## src/rtl/lfsr_range_rng.sv

```systemverilog
// Fibonacci LFSR with seed load and zero-lockup guard, serving bounded random
// numbers in [0, range) through rejection sampling with a capped retry count.
module lfsr_range_rng #(
    parameter int                WIDTH     = 32,
    parameter logic [WIDTH-1:0]  TAPS      = WIDTH'(32'hEA000001),
    parameter int                OUT_W     = 16,
    parameter int                MAX_TRIES = 8,
    parameter int                FREE_RUN  = 1
) (
    input  logic              clk,
    input  logic              rst,
    input  logic [WIDTH-1:0]  seed_i,
    input  logic              seed_v,
    input  logic              req_valid_i,
    output logic              req_ready_o,
    input  logic [OUT_W-1:0]  req_range_i,
    output logic              rsp_valid_o,
    input  logic              rsp_ready_i,
    output logic [OUT_W-1:0]  rsp_data_o,
    output logic              rsp_fallback_o,
    output logic [WIDTH-1:0]  lfsr_o
);

    localparam int TRY_W = $clog2(MAX_TRIES + 1);

    typedef enum logic [1:0] {
        S_IDLE = 2'd0,
        S_GEN  = 2'd1,
        S_HOLD = 2'd2
    } state_t;

    state_t             state_reg;
    state_t             state_next;

    logic [WIDTH-1:0]   lfsr_reg;
    logic [WIDTH-1:0]   lfsr_next;
    logic [WIDTH-1:0]   lfsr_step;
    logic [WIDTH-1:0]   lfsr_cand;
    logic               lfsr_fb;
    logic               step_en;

    logic [OUT_W-1:0]   range_reg;
    logic [OUT_W-1:0]   mask_reg;
    logic [OUT_W-1:0]   range_m1;
    logic [OUT_W-1:0]   mask_in;
    logic [TRY_W-1:0]   try_cnt_reg;
    logic [OUT_W-1:0]   cand;
    logic               cand_ok;
    logic               last_try;
    logic [OUT_W-1:0]   rsp_data_reg;
    logic               rsp_fallback_reg;

    // ---------------- LFSR ----------------
    assign lfsr_fb   = ^(lfsr_reg & TAPS);
    assign lfsr_step = {lfsr_fb, lfsr_reg[WIDTH-1:1]};
    assign step_en   = (state_reg == S_GEN) || (FREE_RUN != 0);

    // Seed wins over stepping; an all-zero result is replaced by 1 to avoid lockup.
    always_comb begin
        lfsr_cand = lfsr_reg;
        if (seed_v) begin
            lfsr_cand = seed_i;
        end else if (step_en) begin
            lfsr_cand = lfsr_step;
        end
        lfsr_next = (lfsr_cand == '0) ? WIDTH'(1) : lfsr_cand;
    end

    always_ff @(posedge clk) begin
        if (rst) begin
            lfsr_reg <= WIDTH'(1);
        end else begin
            lfsr_reg <= lfsr_next;
        end
    end

    // ---------------- mask: smear MSB of (range-1) down to bit 0 ----------------
    assign range_m1 = req_range_i - OUT_W'(1);

    generate
        for (genvar gi = 0; gi < OUT_W; gi++) begin : g_mask
            assign mask_in[gi] = |range_m1[OUT_W-1:gi];
        end
    endgenerate

    assign cand     = lfsr_reg[OUT_W-1:0] & mask_reg;
    assign cand_ok  = (range_reg == '0) || (cand < range_reg);
    assign last_try = (try_cnt_reg == TRY_W'(MAX_TRIES - 1));

    // ---------------- FSM ----------------
    always_ff @(posedge clk) begin
        if (rst) begin
            state_reg <= S_IDLE;
        end else begin
            state_reg <= state_next;
        end
    end

    always_comb begin
        state_next = state_reg;
        case (state_reg)
            S_IDLE: if (req_valid_i) state_next = S_GEN;
            S_GEN:  if (cand_ok || last_try) state_next = S_HOLD;
            S_HOLD: if (rsp_ready_i) state_next = S_IDLE;
            default: state_next = S_IDLE;
        endcase
    end

    always_comb begin
        req_ready_o = (state_reg == S_IDLE);
        rsp_valid_o = (state_reg == S_HOLD);
    end

    // ---------------- datapath ----------------
    always_ff @(posedge clk) begin
        if (rst) begin
            range_reg        <= '0;
            mask_reg         <= '0;
            try_cnt_reg      <= '0;
            rsp_data_reg     <= '0;
            rsp_fallback_reg <= 1'b0;
        end else begin
            case (state_reg)
                S_IDLE: begin
                    if (req_valid_i) begin
                        range_reg   <= req_range_i;
                        mask_reg    <= mask_in;
                        try_cnt_reg <= '0;
                    end
                end
                S_GEN: begin
                    if (cand_ok) begin
                        rsp_data_reg     <= cand;
                        rsp_fallback_reg <= 1'b0;
                    end else if (last_try) begin
                        // Dropping the top mask bit keeps the value strictly below range.
                        rsp_data_reg     <= cand & (mask_reg >> 1);
                        rsp_fallback_reg <= 1'b1;
                    end else begin
                        try_cnt_reg <= try_cnt_reg + TRY_W'(1);
                    end
                end
                default: begin
                end
            endcase
        end
    end

    assign rsp_data_o     = rsp_data_reg;
    assign rsp_fallback_o = rsp_fallback_reg;
    assign lfsr_o         = lfsr_reg;

endmodule
```

## config.mk

```make
export PLATFORM = sky130hd
export DESIGN_NAME = lfsr_range_rng
export DESIGN_NICKNAME = d
export VERILOG_FILES = /design/src/rtl/lfsr_range_rng.sv
export SDC_FILE = /design/constraint.sdc
export NUM_CORES = 1
export LEC_CHECK = 0
export CORE_AREA = 2 2 139 100
export CTS_BUF_LIST = sky130_fd_sc_hd__clkbuf_8
export CTS_CLUSTER_DIAMETER = 60
export DETAILED_ROUTE_END_ITERATION = 12
export DIE_AREA = 0 0 141 102
export PLACE_DENSITY_LB_ADDON = 0.12
export SYNTH_ARGS = -nofsm -noshare
export SYNTH_HDL_FRONTEND = slang
export SYNTH_SLANG_ARGS = --single-unit
```

## constraint.sdc

```tcl
create_clock -name clk -period 4.35 [get_ports clk]
set_clock_uncertainty 0.2 [all_clocks]
set_input_delay 0.6525 -clock clk [delete_from_list [all_inputs] [get_ports clk]]
set_output_delay 0.6525 -clock clk [all_outputs]
set_load 0.01 [all_outputs]
```

; ---- Yosys cells after proc, flatten, opt, wreduce, memory -nomap -nowiden
; Cells that the tools add are included.
[word_totals]
ff_bits = 87
inputBits = 53
output_inout_bits = 51
word_cells = 61
[classes]
n_addsub = 2
n_lt_le_gt_ge = 1
n_eq_ne = 8
n_mux = 13
bitwise = 2
n_reduce_logical = 28
[ops]
columns = op, count
row1 = 32-bit zero test, 1
row2 = 16-bit two-way mux, 2
row3 = 32-bit two-way mux, 1
row4 = 32-bit XOR reduction, 1
row5 = 16-bit by 15-bit AND with 16-bit output, 1
row6 = 16-bit AND, 1
row7 = 16-bit zero test, 1
row8 = 16-bit < comparator, 1
row9 = 16-bit OR reduction, 1
row10 = 16-bit by 1-bit subtractor with 16-bit output (second input constant), 1
row11 = 15-bit OR reduction, 1
row12 = 14-bit OR reduction, 1
row13 = 13-bit OR reduction, 1
row14 = 4-bit two-way mux, 3
row15 = 12-bit OR reduction, 1
row16 = 11-bit OR reduction, 1
row17 = 10-bit OR reduction, 1
row18 = 9-bit OR reduction, 1
row19 = 4-bit one-hot mux with 2 select lines, 1
row20 = 8-bit OR reduction, 1
row21 = 7-bit OR reduction, 1
row22 = 2-bit two-way mux, 3
row23 = 2-bit != test (second input constant), 3
row24 = 2-bit one-hot mux with 3 select lines, 1
row25 = other kinds (17), 23

; ---- Longest topological paths before layout
[logic_depth]
ltp_word = 6
mapped_depth = 11
mapped_depth_nobuf = 9

; ---- Least setup slack after synthesis
; No wires, ideal clock.
[synth_timing]
kind = in2reg
startpoint = input req_range_i[0]
endpoint = register mask_reg[1]
setup_time_ns = 0.139
arrival_time_ns = 2.627
required_time_ns = 4.011
path_slack_ns = 1.384
path_stages = 10
path_buffers = 1
path_cell_list = inv_1 > ha_1 > or4b_1 > clkbuf_2 > nand4_1 > a21o_1 > a2111oi_4 > or3b_1 > nor3b_2 > a221oi_1
[synth_via]
elab_chain_cells = 2
[synth_rtl]
columns = element, line
row1 = "start, declared", 16  ; input logic [OUT_W-1:0] req_range_i,
row2 = 16-bit by 1-bit subtractor with 16-bit output, 78  ; assign range_m1 = req_range_i - OUT_W'(1);
row3 = 15-bit OR reduction, 82  ; assign mask_in[gi] = |range_m1[OUT_W-1:gi];
row4 = "end signal, assigned", 127  ; mask_reg <= mask_in;
row5 = "end, declared", 43  ; logic [OUT_W-1:0] mask_reg;
; No other way between the ends.
; A chain may end at the register's enable or synchronous reset.

; ---- Worst setup path in the final report
; Ends and elaborated chain as after synthesis.

==> flow_summary.json <==
{
  "outcome": "completed",
  "grt_setup_unrepaired": "no",
  "seq_area_frac_synth": 0.389,
  "clkTransAtPathRegs_ns": 0.09,
  "ys_types": 55,
  "grt_pass1_vias": 3961,
  "async_reset_ff_frac": 0,
  "viasPerCell": 5.23,
  "crit_path_max_incr_delay_ns": 0.49,
  "vias": 4133,
  "drt-total-wl_mm": 13.4,
  "setup_violations": 0,
  "crit_chain": "clkdlybuf4s50_1 > inv_1 > ha_1 > nor4b_2 > nand3b_1 > a21o_1 > a2111oi_4 > or3b_1 > nor3b_2 > a221oi_1",
  "critPathBufInv": 2,
  "postRouteAntennaNets": 0,
  "crit_path_top_delay_cell": "clkdlybuf4s50_1",
  "clock_sinks": 87,
  "drt_iter0_drc": 282,
  "grt_use_total": 0.188,
  "cts-resized-gates": 0,
  "drc_errors": 0,
  "antenna_cells": 0,
  "rrSetupSlack_ns": 1.11,
  "cts_setup_buffers": 0,
  "dieArea_um2": 14400,
  "cts_tree": "built",
  "port_buffers": 103,
  "hold_violations": 0,
  "clock_latency_ns": 0.37,
  "p_leak_nw": 2.13,
  "gp_congestion": 0.846,
  "crit_arrival_ns": 3.58,
  "yosysWarnings": 0,
  "grt_max_degree": 35,
  "cts-hold-fix-buffers": 0,
  "whs_ns": 0.273,
  "start_util": 0.344,
  "cts_made_buffers": 9,
  "largest_register_ff_count": 32,
  "fin_nets": 689,
  "crit_family": "simple AND/OR/NAND/NOR gates",
  "required_ns": 4.36,
  "power_density_nw_per_um2": 318,
  "worstMarginPinSlew_ns": 0.745,
  "grt_pass1_wl_mm": 21.1,
  "die_w_um": 141,
  "synth_edf_count": 0,
  "grt-ovfl-total": 0,
  "syn2layout_area_growth_pct": 29.5,
  "die_y_um": 102,
  "fmax_ghz": 0.280,
  "drt_pass1_iterations": 5,
  "rows": 35,
  "min_period_ns": 3.57,
  "finalSetupTns_ns": 0,
  "root_buffer": "clkbuf_8",
  "min_path_type": "flop to flop",
  "syn_area_um2": 4470,
  "power_mw": 1.84,
  "drive_gt1_frac": 0.0433,
  "min_period_over_period": 0.820,
  "drv_slew": 0,
  "synth_seq_cells": 87,
  "detailed_place_hpwl_mm": 10.6,
  "crit_type": "input port to flop",
  "htree_levels": 3,
  "vdd_ir_drop_max_v": 0.000152,
  "ys.flop_type": "dfxtp_1",
  "design.core.area_um2": 13000,
  "path_max_fanout": 7,
  "synthesis.nets": 598,
  "slew_headroom": 0.502,
  "critPathCaptureType": "flop",
  "antenna_found_initial": 0,
  "num_io_pins": 104,
  "cap_violations": 0,
  "wl_per_cell_um": 17.0,
  "avgSynthCellArea_um2": 8.47,
  "post_synth_inst_count": 528,
  "clk_path_buf_depth": 2,
  "start_kind": "input port"
}
[Yosys cell counts, drive strengths merged (2+ instances only)]
library cell	number	area (um^2)
a21o	2	15.0
nor4	21	146
o211ai	2	15.0
o21ai	33	165
inv	21	78.8
nor3b	3	27.5
o21a	14	105
clkbuf	25	95.1
nor2b	4	25.0
o2bb2ai	14	123
and4	2	17.5
and2	17	106
o32ai	2	17.5
nand3	5	25.0
nor3	11	66.3
a221o	2	20.0
buf	3	33.8
mux2i	31	310
xnor2	12	105
nand3b	7	52.6
xor2	2	17.5
nor2	61	229
or3	2	12.5
a31oi	4	25.0
or4	3	22.5
nand4	4	25.0
nand2	57	214
a211oi	5	37.5
a21oi	32	160
ha	17	213
nand2b	3	18.8
nor4b	2	23.8
dfxtp	87	1740
nand4b	2	17.5
[layer usage]
layer | wire length [um] | up-vias | GRT usage
met4 | 152 | 0 | 0.0408
li1 | - | 2065 | -
met2 | 5660 | 101 | 0.278
met5 | 0 | - | 0
met3 | 647 | 15 | 0.0520
met1 | 6960 | 1952 | 0.274
[metrics by stage]
step	instance area (um^2)	util	std cells	setup WS (ns)
final	5790	0.445	790	0.784
after global routing	5790	0.445	790	0.556
after CTS	5790	0.445	790	0.823
after detailed placement	5620	0.432	774	0.451
after global placement	5620	0.432	774	0.589
after floorplan	4470	-	528	1.38
[cell usage in the layout (no fill, tap or decap), drive strengths merged, types with 5 or more instances in the layout]
master	count
nor3	11
mux2i	31
nor2	61
and2	17
dfxtp	87
o2bb2ai	14
o21ai	33
a21oi	32
nand3b	7
buf	6
inv	23
nand2	57
nor4	21
xnor2	12
nand3	5
ha	17
o21a	14
a211oi	5
clkdlybuf4s50	102
clkbuf	10
[worst paths after layout]
check	start	depth (start not counted)	endpoint
max	req_range_i[0]	10	mask_reg[1]
min	rsp_data_o[5]	1	rsp_data_o[5]
max reg2reg	lfsr_o[15]	9	try_cnt_reg[0]
min reg2reg	rsp_data_o[5]	1	rsp_data_o[5]
[worst reg2reg max path, delay by kind of cell (launching register included)]
kind / cells / cell delay (ns)
fa+ha+maj: 1 / 0.31
flops: 1 / 0.35
compound gates: 1 / 0.61
simple gates: 6 / 1.30
mux: 1 / 0.40
[area by class of cell]
| type | instances | area, um^2 |
|---|---|---|
| clock buffer | 10 | 138 |
| inverter | 21 | 78.8 |
| sequential | 87 | 1740 |
| tap | 166 | 208 |
| timing repair buffer | 108 | 1060 |
| clock inverter | 6 | 38.8 |
| fill | 1275 | 7210 |
| multi-input combinational | 392 | 2520 |
[logic make-up after synthesis]
logic type,Yosys count,share of synthesized area
compound gates,118,0.173
buf+inv,49,0.0464
xor+xnor,14,0.0274
simple gates,210,0.242
fa+ha+maj,18,0.0498
mux,32,0.0719
flops,87,0.389
[power by group]
group          total [mW]  switching [mW]  internal, mW
sequential          0.911          0.0589         0.852
combinational       0.418           0.230         0.188
clock               0.510           0.291         0.220
total                1.84           0.579          1.26
Note: power is estimated with default switching activity, not from simulation.
